[src/rtl/branch_history_table.sv]
// branch_history_table: 2-bit saturating-counter branch predictor indexed by PC.
// Optional statistics counters are enabled by defining BHT_STATS_EN.
module branch_history_table #(
  parameter int INDEX_BITS = 6
) (
  input  logic        clk,
  input  logic        rst,
  output logic        ready,
  input  logic        lookup_valid,
  input  logic [31:0] lookup_pc,
  output logic        pred_valid,
  output logic        pred_taken,
  input  logic        update_valid,
  input  logic [31:0] update_pc,
  input  logic        update_pred,
  input  logic        branch_taken,
  output logic        mispredict
`ifdef BHT_STATS_EN
  ,
  output logic [31:0] stat_branches,
  output logic [31:0] stat_mispredicts
`endif
);
  localparam int DEPTH = 1 << INDEX_BITS;
  typedef enum logic {S_INIT, S_RUN} state_t;
  state_t r_state, w_next;
  logic [INDEX_BITS-1:0] r_ptr;
  logic [1:0] r_table [DEPTH];
  logic [INDEX_BITS-1:0] w_lidx, w_uidx;
  logic [1:0] w_cur, w_trained;
  logic w_run, w_upd, w_miss, w_unused;
  assign w_lidx = lookup_pc[INDEX_BITS+1:2];
  assign w_uidx = update_pc[INDEX_BITS+1:2];
  assign w_unused = ^{lookup_pc[31:INDEX_BITS+2], lookup_pc[1:0], update_pc[31:INDEX_BITS+2], update_pc[1:0]};
  assign w_run = (r_state == S_RUN);
  assign w_upd = w_run && update_valid;
  assign w_miss = update_pred != branch_taken;
  assign w_cur = r_table[w_uidx];
  assign ready = w_run;
  always_comb begin
    w_next = (r_state == S_INIT && (&r_ptr)) ? S_RUN : r_state;
    w_trained = branch_taken ? ((&w_cur) ? w_cur : w_cur + 2'd1)
                             : ((|w_cur) ? w_cur - 2'd1 : w_cur);
  end
  always_ff @(posedge clk) begin
    if (rst) begin
      r_state <= S_INIT;
      r_ptr <= '0;
    end else begin
      r_state <= w_next;
      if (!w_run) r_ptr <= r_ptr + 1'b1;
    end
  end
  // Table has no reset of its own: the INIT sweep rewrites every entry.
  always_ff @(posedge clk) begin
    if (!rst) begin
      if (!w_run) r_table[r_ptr] <= 2'b01;
      else if (update_valid) r_table[w_uidx] <= w_trained;
    end
  end
  always_ff @(posedge clk) begin
    if (rst) begin
      pred_valid <= 1'b0;
      pred_taken <= 1'b0;
      mispredict <= 1'b0;
    end else begin
      pred_valid <= w_run && lookup_valid;
      if (w_run && lookup_valid) pred_taken <= r_table[w_lidx][1];
      mispredict <= w_upd && w_miss;
    end
  end
`ifdef BHT_STATS_EN
  always_ff @(posedge clk) begin
    if (rst) begin
      stat_branches <= '0;
      stat_mispredicts <= '0;
    end else if (w_upd) begin
      stat_branches <= stat_branches + 32'd1;
      if (w_miss) stat_mispredicts <= stat_mispredicts + 32'd1;
    end
  end
`endif
endmodule
[config.mk]
export PLATFORM = sky130hd
export DESIGN_NAME = branch_history_table
export DESIGN_NICKNAME = d
export VERILOG_FILES = /design/src/rtl/branch_history_table.sv
export SDC_FILE = /design/constraint.sdc
export NUM_CORES = 1
export LEC_CHECK = 0
export CAP_MARGIN = 20
export CORE_MARGIN = 4
export CORE_UTILIZATION = 55
export CTS_CLUSTER_DIAMETER = 30
export CTS_CLUSTER_SIZE = 12
export DETAILED_ROUTE_END_ITERATION = 10
export PLACE_DENSITY = 0.77
export SLEW_MARGIN = 20
export SYNTH_ARGS = -nofsm -noshare
export SYNTH_HDL_FRONTEND = slang
export SYNTH_SLANG_ARGS = --single-unit
[constraint.sdc]
create_clock -name clk -period 5.2 [get_ports clk]
set_input_delay 0.78 -clock clk [delete_from_list [all_inputs] [get_ports clk]]
set_output_delay 0.78 -clock clk [all_outputs]
set_load 0.01 [all_outputs]
==> impl_metrics.py, run 1 <==
metrics = {
    "status": {
        "status": "complete, no violations",
    },
    "synthesis": {
        "syn_nets": 488,
        "yosysSeqAreaShare_pct": 62.9,
        "synthCells": 417,
        "ys_warn_count": 0,
        "postSynthAreaPerCell_um2": 15.4,
        "ys.flop_type": "edfxtp_1",
        "yosysUniqueCellTypes": 38,
        "ys_seq_elements": 138,
        "synth-edff-count": 128,
        "async_flop_share_pct": 0,
        "synth_area_mm2": 0.00643,
    },
    "timing": {
        "finalSetupViolCount": 0,
        "period_share_pct": 74.9,
        "rsz0062_at_grt": "no",
        "report.final.slew_viol_count": 0,
        "max_freq_mhz": 257,
        "tightest_slew_ns": 1.02,
        "fin_tns_setup_ns": 0,
        "min_period_ns": 3.89,
        "hold_violations": 0,
        "setup_ws_ns": 1.31,
        "skew_ns": 0.00682,
        "slew_headroom_pct": 32.0,
    },
    "route": {
        "detail-route-antenna-nets": 0,
        "drc_errors": 0,
        "first_iter_violations": 384,
        "first_pass_iters": 5,
        "via_per_inst": 6.52,
        "dr_total_vias": 3895,
        "wl_per_cell_um": 24.9,
        "routed_wl_um": 14800,
    },
    "placed_design": {
        "routabilityCongestion": 0.819,
        "dpl_worst_slack_ns": 0.931,
        "hpwl_um": 9730,
        "dp.cells": 565,
        "port_buffers": 21,
    },
    "grt": {
        "grt_max_degree": 45,
        "grt.overflow.total": 0,
        "grt_pass1_vias": 3951,
        "grt_usage_pct": 24.0,
        "grt-busiest-layer": "met2",
        "grt_pass1_wl_um": 22900,
        "grt_use_met1_pct": 31.1,
        "gr-usage-met3_pct": 7.10,
        "antenna_found_initial": 0,
        "grt_use_met2_pct": 37.9,
    },
    "layout": {
        "finish.utilization_pct": 64.6,
        "fin_nets": 512,
        "stdcell_count": 597,
        "fillers": 818,
        "diodes": 0,
        "area_growth_pct": 14.6,
        "layout-drive-gt1-share_pct": 20.9,
    },
    "clock_network": {
        "numClockSinks": 138,
        "cts-root-buf": "clkbuf_16",
        "postCtsSetupBuffers": 0,
        "ctsResizeCount": 0,
        "postCtsHoldBufs": 0,
        "clk_latency_ns": 0.42,
        "cts_buffer_depth": 2,
        "cts_tree": "built",
        "htreeDepth": 4,
        "cts_buffers": 17,
        "cts.clk_slew.worst_paths_ns": 0.06,
    },
    "worst_setup_path": {
        "crit_fanout": 40,
        "path_class": "in -> reg",
        "cp.arrival_ns": 4.01,
        "crit_path_start_kind": "input pin",
        "cp.required_ns": 5.32,
        "end_kind": "register",
    },
    "die": {
        "die_x_um": 116,
        "die_h_um": 116,
        "fp-row-count": 39,
        "dieArea_mm2": 0.0135,
        "core_mm2": 0.0114,
        "start_util_pct": 56.3,
        "io_pins": 74,
    },
    "power_and_ir_drop": {
        "p_seq_share_pct": 47.4,
        "p_clk_share_pct": 47.1,
        "power.leakage_nw": 2.52,
        "power.total_w": 0.00254,
        "p_int_w": 0.00201,
        "combPwrFrac_pct": 5.5,
        "power_switching_w": 0.000531,
        "ir_drop_uv": 260,
        "p_per_area_mw_per_mm2": 345,
        "swShare_pct": 20.9,
    },
    "flow_run": {
        "drv_cap": 0,
    },
    "hold_path": {
        "worstHoldPathType": "reg -> reg",
    },
}
-- area by class of cell --
class / count / area (µm²) / share of cell area, %
flip-flops and latches: 138 / 4040 / 54.9
multi-input cells: 253 / 2280 / 31.0
clock buffers: 19 / 433 / 5.87
repair buffers: 29 / 273 / 3.70
well taps: 143 / 179 / 2.43
clock inverters: 13 / 153 / 2.07
inverters: 2 / 7.51 / 0.102
-- metal layers --
layer | share of wire [%] | vias to the layer above
li1 | - | 1684
met1 | 40 | 1990
met2 | 49 | 186
met3 | 8.3 | 35
met4 | 3.3 | 0
met5 | 0 | -
-- Yosys cell counts, types with 4 or more instances --
cell type / n / area (µm²)
o21ai_0: 4 / 20.0
a22oi_1: 4 / 30.0
nor2_1: 76 / 285
edfxtp_1: 128 / 3840
nand2b_1: 6 / 37.5
a21oi_1: 6 / 30.0
buf_1: 4 / 15.0
mux2i_1: 19 / 190
clkbuf_1: 11 / 41.3
dfxtp_1: 10 / 200
nor2b_1: 5 / 31.3
nand2_1: 30 / 113
mux4_2: 52 / 1170
nand3b_1: 4 / 30.0
o22ai_1: 4 / 25.0
buf_2: 7 / 35.0
nand3_1: 12 / 60.1
-- per-stage QoR --
| stage | hold WS [ns] | area, µm² |
|---|---|---|
| 6_report | 0.465 | 7370 |
| 5_1_grt | 0.500 | 7370 |
| 4_1_cts | 0.472 | 7370 |
| 3_5_place_dp | 0.464 | 6790 |
| 3_3_place_gp | 0.451 | 6790 |
| 2_1_floorplan | 0.478 | 6430 |
-- power groups by stage --
stage               registers (W)  logic (W)  clock network (W)
finish                    0.00120   0.000139            0.00120
global route              0.00120   0.000149            0.00126
CTS                       0.00120   0.000138            0.00121
detailed placement        0.00123   0.000137                  0
global placement          0.00123   0.000135                  0
floorplan                 0.00122  0.0000938                  0
-- cell families after synthesis --
| logic type | count (synthesis) | synth area share [%] |
|---|---|---|
| AND/OR/NAND/NOR | 140 | 9.34 |
| flip-flops | 138 | 62.9 |
| multiplexers | 73 | 21.5 |
| AO/OA/AOI/OAI | 34 | 3.60 |
| buffers and inverters | 26 | 1.83 |
| XOR/XNOR | 5 | 0.681 |
| adder cells (fa/ha/maj) | 1 | 0.194 |
-- registers in the layout, indices dropped and copies added, names as in the netlist --
name and cells:
pred_taken 1, r_ptr 6, pred_valid 1, ready 1
mispredict 1, r_table 128
-- path summary, 6_finish.rpt --
check,start,endpoint,slack (ns),cells after the start
hold / removal,pred_taken,pred_taken,0.47,2
setup / recovery,update_pc[4],r_table[35][0],1.31,9
hold reg to reg,pred_taken,pred_taken,0.47,2
setup reg to reg,r_table[63][1],r_table[35][0],2.34,7
-- critical path, stage by stage --
cell,delay [ns]
clkdlybuf4s50_1,1.04
buf_4,0.32
mux4_2,0.22
mux2i_1,0.11
a21oi_1,0.25
nand3_1,0.17
a2111oi_0,0.76
a21oi_4,0.04
buf_4,0.28
-- cell usage in the layout, fill, tap and decap left out, types with 3 or more instances in the layout --
master           count
nand2b_1             6
mux4_2              52
clkbuf_16           17
clkinv_4             3
o21a_1               3
o22ai_1              4
mux2i_1             19
dfxtp_1             10
buf_4                7
a22oi_1              4
bufinv_16            3
clkinv_1             3
nor2b_1              5
xor2_1               3
clkdlybuf4s50_1     19
o31ai_1              3
nand3b_1             4
o21ai_0              4
nand2_1             30
edfxtp_1           128
a21oi_1              5
nor2_1              76
nand3_1             12
Note: power is estimated with default switching activity, not from simulation.
==> inputs of run 2 (changes only) <==
--- a/config.mk
+++ b/config.mk
@@ -7,11 +7,11 @@
 export LEC_CHECK = 0
 export CAP_MARGIN = 20
 export CORE_MARGIN = 4
-export CORE_UTILIZATION = 55
+export CORE_UTILIZATION = 51
 export CTS_CLUSTER_DIAMETER = 30
 export CTS_CLUSTER_SIZE = 12
 export DETAILED_ROUTE_END_ITERATION = 10
-export PLACE_DENSITY = 0.77
+export PLACE_DENSITY = 0.76
 export SLEW_MARGIN = 20
 export SYNTH_ARGS = -nofsm -noshare
 export SYNTH_HDL_FRONTEND = slang
==> constraint.sdc (replaced) <==
create_clock -name clk -period 3.4 [get_ports clk]
set_input_delay 0.51 -clock clk [delete_from_list [all_inputs] [get_ports clk]]
set_output_delay 0.51 -clock clk [all_outputs]
set_load 0.01 [all_outputs]
==> run 2 against run 1 <==
Sequential cell count unchanged. Combinational power increased by 56%. Via count rose by 0.46%. Largest cell class unchanged. Core utilization fell by 3.2 points. Power increased by 47%. Die area increased by 7.3%. Critical path depth up 1. Sequential power grew 53%. Wire length shrank 0.53%. Largest power group unchanged. Clock power is 40% higher. Setup slack got worse by 0.74 ns.
==> impl_metrics.py, run 2 (synthesized netlist as in run 1, its figures left out) <==
metrics = {
    "status": {
        "status": "complete, no violations",
    },
    "clock_network": {
        "numClockSinks": 138,
        "cts_buffers": 17,
        "clk_latency_ns": 0.43,
        "htreeDepth": 4,
        "ctsResizeCount": 0,
        "postCtsSetupBuffers": 0,
        "cts_buffer_depth": 2,
        "postCtsHoldBufs": 0,
        "cts-root-buf": "clkbuf_16",
        "cts.clk_slew.worst_paths_ns": 0.06,
        "cts_tree": "built",
    },
    "layout": {
        "top_register": "r_table",
        "area_growth_pct": 15.9,
        "fin_area_mm2": 0.00746,
        "ff_latch_area_mm2": 0.00404,
        "top_regs": "r_table: 128 flops, r_ptr: 6 flops",
        "diodes": 0,
        "final_cell_mix": "edfxtp_1, nor2_1, mux4_2, nand2_1",
        "layout-drive-gt1-share_pct": 22.7,
        "final_common_cell": "edfxtp_1",
        "fillers": 906,
        "largest_reg_flops": 128,
        "fin_nets": 521,
        "multi_input_area_mm2": 0.00228,
    },
    "power_and_ir_drop": {
        "ir_drop_uv": 353,
        "p_per_area_mw_per_mm2": 502,
        "power.leakage_nw": 2.55,
        "power_switching_w": 0.000817,
        "p_int_w": 0.00293,
        "p_clk_share_pct": 45.0,
        "power.total_w": 0.00374,
        "swShare_pct": 21.8,
        "p_seq_share_pct": 49.2,
        "combPwrFrac_pct": 5.8,
    },
    "worst_setup_path": {
        "crit_fanout": 20,
        "startpoint": "update_pc[4]",
        "cp_slowest_cell": "clkdlybuf4s50_1",
        "end_kind": "register",
        "cp.depth": 10,
        "reg2regPathDepth": 8,
        "cp_num_buf_inv": 4,
        "cp.arrival_ns": 3.00,
        "r2r_slack_ns": 0.85,
        "r2r-end": "r_table[12][0]",
        "slowest_delay_ns": 0.51,
        "regToRegStartpoint": "r_table[47][1]",
        "cp_cell_sequence": "clkdlybuf4s50_1, buf_12, mux2_2, o31ai_1, o22ai_1, a22o_1, a2111oi_0, buf_4, a21oi_4, buf_4",
        "crit_path_end": "r_table[12][0]",
        "crit_path_start_kind": "input pin",
        "cp.required_ns": 3.57,
        "path_class": "in -> reg",
        "crit_top_cell": "buf_4",
        "critical-path-top-delay-family": "buffers and inverters",
    },
    "flow_run": {
        "drv_cap": 0,
    },
    "timing": {
        "skew_ns": 0.00905,
        "min_period_ns": 2.83,
        "rsz0062_at_grt": "no",
        "max_freq_mhz": 353,
        "period_share_pct": 83.3,
        "hold_violations": 0,
        "report.final.slew_viol_count": 0,
        "fin_tns_setup_ns": 0,
        "slew_headroom_pct": 62.9,
        "setup_ws_ns": 0.569,
        "finalSetupViolCount": 0,
        "tightest_slew_ns": 0.557,
    },
    "route": {
        "routed_wl_um": 14800,
        "via_per_inst": 6.20,
        "first_iter_violations": 425,
        "drc_errors": 0,
        "wl_per_cell_um": 23.4,
        "detail-route-antenna-nets": 0,
        "dr_total_vias": 3913,
        "first_pass_iters": 5,
    },
    "die": {
        "die_x_um": 120,
        "io_pins": 74,
        "fp-row-count": 40,
        "die_h_um": 120,
        "core_mm2": 0.0122,
        "start_util_pct": 52.9,
        "dieArea_mm2": 0.0145,
    },
    "grt": {
        "grt.overflow.total": 0,
        "grt_pass1_vias": 4008,
        "grt_max_degree": 45,
        "antenna_found_initial": 0,
        "grt_pass1_wl_um": 23100,
        "grt_usage_pct": 21.9,
    },
    "placed_design": {
        "hpwl_um": 10000,
        "routabilityCongestion": 0.869,
        "port_buffers": 21,
        "dpl_worst_slack_ns": 0.125,
        "post_dp_cell_area_mm2": 0.00692,
    },
    "hold_path": {
        "min_from": "pred_taken",
        "worstHoldPathType": "reg -> reg",
    },
}
run 2: cell types whose count changed in the layout (fill, tap and decap cells not counted), sizes merged:
cell,before,now
buf,10,19
bufinv,3,1
clkbuf,19,18
clkinv,8,9
clkinvlp,2,3
inv,2,3
run 2: layout make-up:
cell class                      count  share of cell area, %
Sequential cell                   138                   54.2
Multi-Input combinational cell    253                   30.6
Clock buffer                       18                   5.75
Timing Repair Buffer               38                   5.07
Tap cell                          168                   2.82
Clock inverter                     14                   1.43
Inverter                            2                  0.101
run 2: how the worst min path moves through the flow:
stage                            end  slack, ns  cells after the start
after CTS                 pred_taken       0.46                      2
after floorplan             r_ptr[0]       0.48                      2
after global placement    pred_taken       0.45                      2
after global routing      pred_taken       0.51                      2
final                     pred_taken       0.45                      2
after detailed placement  pred_taken       0.45                      2
run 2: through the flow:
stage          instances  hold WS, ns  util [%]
2_1_floorplan        417        0.478         -
3_3_place_gp         599        0.455      56.9
3_5_place_dp         599        0.449      56.9
4_1_cts              631        0.456      61.3
5_1_grt              631        0.509      61.3
6_report             631        0.453      61.3
run 2: worst min-delay path, stage by stage, from the launching register on:
cell and delay, ns:
dfxtp_1 0.30, nand2_1 0.05, a21oi_1 0.05
run 2: per-layer routing:
layer,up-vias,track usage (%),share of wire (%)
li1,1702,-,-
met1,1998,27.2,37
met2,174,35.8,52
met3,39,6.69,8.6
met4,0,9.49,3.0
met5,-,0,0
run 2: power by group through the flow:
stage                     logic, W  registers, W  clock network [W]
final                     0.000217       0.00184            0.00168
after global routing      0.000231       0.00184            0.00177
after CTS                 0.000217       0.00184            0.00169
after detailed placement  0.000217       0.00188                  0
after global placement    0.000212       0.00188                  0
after floorplan           0.000144       0.00187                  0
==> inputs of run 3 (changes only) <==
==> constraint.sdc (replaced) <==
create_clock -name clk -period 2.4 [get_ports clk]
set_input_delay 0.36 -clock clk [delete_from_list [all_inputs] [get_ports clk]]
set_output_delay 0.36 -clock clk [all_outputs]
set_load 0.01 [all_outputs]
==> run 3 against run 2 <==
The run now ends with negative setup slack left. Clock power is 53% higher. Sequential cell count stayed put. Wire length is 19% higher. First-iteration DRC count is 64% higher. Critical path type is now reg -> reg.
==> impl_metrics.py, run 3 (synthesized netlist as in run 1, its figures left out) <==
metrics = {
    "route": {
        "detail-route-antenna-nets": 0,
        "wl_per_cell_um": 25.6,
        "via_per_inst": 6.37,
        "routed_wl_um": 17500,
        "dr_total_vias": 4367,
        "first_pass_iters": 8,
        "drc_errors": 0,
        "first_iter_violations": 698,
    },
    "die": {
        "core_mm2": 0.0122,
        "fp-row-count": 40,
        "dieArea_mm2": 0.0145,
        "io_pins": 74,
        "die_x_um": 120,
        "start_util_pct": 52.9,
        "die_h_um": 120,
    },
    "grt": {
        "grt_pass1_vias": 4367,
        "grt_pass1_wl_um": 26200,
        "grt_max_degree": 45,
        "antenna_found_initial": 0,
        "grt_usage_pct": 25.1,
        "grt.overflow.total": 0,
    },
    "timing": {
        "tightest_slew_ns": 0.691,
        "min_period_ns": 2.46,
        "finalSetupViolCount": 91,
        "max_freq_mhz": 406,
        "rsz0062_at_grt": "yes",
        "setup_ws_ns": -0.0641,
        "fin_tns_setup_ns": -3.16,
        "period_share_pct": 103,
        "skew_ns": 0.00962,
        "slew_headroom_pct": 53.8,
        "hold_violations": 0,
        "report.final.slew_viol_count": 0,
    },
    "layout": {
        "largest_reg_flops": 128,
        "stdcell_count": 686,
        "final_cell_mix": "edfxtp_1, nor2_1, buf_4, mux4_2, nand2_1",
        "top_register": "r_table",
        "fin_area_mm2": 0.00815,
        "fin_nets": 576,
        "top_regs": "r_table: 128 flops, r_ptr: 6 flops",
        "layout-drive-gt1-share_pct": 33.0,
        "diodes": 0,
        "fillers": 783,
        "final_common_cell": "edfxtp_1",
        "area_growth_pct": 26.7,
    },
    "worst_setup_path": {
        "cp.required_ns": 2.56,
        "end_kind": "register",
        "crit_fanout": 44,
        "path_class": "reg -> reg",
        "startpoint": "r_table[38][1]",
        "regToRegStartpoint": "r_table[38][1]",
        "crit_path_start_kind": "register",
        "cp.arrival_ns": 2.62,
    },
    "clock_network": {
        "cts-root-buf": "clkbuf_16",
        "cts_buffer_depth": 2,
        "numClockSinks": 138,
        "cts.clk_slew.worst_paths_ns": 0.05,
        "htreeDepth": 4,
        "cts_buffers": 17,
        "clk_latency_ns": 0.43,
        "cts_tree": "built",
    },
    "hold_path": {
        "worstHoldPathType": "reg -> reg",
        "min_from": "pred_taken",
    },
    "power_and_ir_drop": {
        "swShare_pct": 21.0,
        "power_switching_w": 0.00118,
        "power.total_w": 0.00561,
        "p_per_area_mw_per_mm2": 688,
        "power.leakage_nw": 2.91,
        "combPwrFrac_pct": 7.6,
        "p_int_w": 0.00443,
        "ir_drop_uv": 525,
        "p_clk_share_pct": 45.8,
        "p_seq_share_pct": 46.5,
    },
    "status": {
        "status": "complete, but fails checks",
        "violations": "negative setup slack",
    },
    "placed_design": {
        "routabilityCongestion": 0.920,
        "dp.cells": 640,
        "dpl_worst_slack_ns": -0.619,
        "port_buffers": 21,
        "post_dp_cell_area_mm2": 0.00728,
        "hpwl_um": 10900,
    },
    "flow_run": {
        "drv_cap": 0,
    },
}
[run 3: cell types whose count changed in the layout (fill, tap and decap cells not counted), moves of 3 or more]
cell and change:
nor2_2 +3, a31o_4 +7, clkbuf_1 +5, clkinvlp_4 -3, buf_12 +3, buf_6 +3, buf_4 +41, nor2_1 -3
[run 3: timing repair]
item / in CTS / in global routing
setup buffers: 3 / 3
pin swaps: 4 / 6
gates resized for setup: 12 / 16
hold buffers: 0 / 0
setup endpoints to repair: 129 / 141
cloned: 5 / 3
[run 3: final timing paths]
kind | endpoint | slack, ns | cells after the start
max reg2reg | r_table[11][0] | -0.06 | 7
min reg2reg | pred_taken | 0.47 | 2
max | r_table[11][0] | -0.06 | 7
min | pred_taken | 0.47 | 2
[run 3: worst max-delay path, cell delays in order (launching register included)]
cell	delay, ns
edfxtp_1	0.40
mux4_2	0.51
mux2i_2	0.23
o22ai_2	0.14
a22o_1	0.27
o211ai_1	0.31
a21oi_4	0.13
buf_12	0.19
[run 3: through the flow]
step           hold WS [ns]  utilization [%]
2_1_floorplan         0.478                -
3_3_place_gp          0.445             59.9
3_5_place_dp          0.473             59.9
4_1_cts               0.481             66.1
5_1_grt               0.511             67.0
6_report              0.467             67.0
[run 3: power groups by stage]
stage	combinational, W	clock, W	sequential, W
3_5_place_dp	0.000361	0	0.00266
4_1_cts	0.000399	0.00259	0.00261
3_3_place_gp	0.000355	0	0.00266
6_report	0.000428	0.00257	0.00261
5_1_grt	0.000446	0.00270	0.00261
2_1_floorplan	0.000218	0	0.00265
[run 3: cell type report]
type	instances	area, µm²	area share, %
multi-input combinational	259	2480	30.4
clock buffer	23	448	5.50
sequential	138	4040	49.6
tap	168	210	2.58
clock inverter	9	123	1.50
timing repair buffer	87	838	10.3
inverter	2	7.51	0.0921
[run 3: per-layer routing]
layer / routed length [µm] / global-route usage, %
met5: 0 / 0
met4: 610 / 9.84
met3: 2030 / 7.76
met2: 8760 / 40.3
met1: 6150 / 32.2
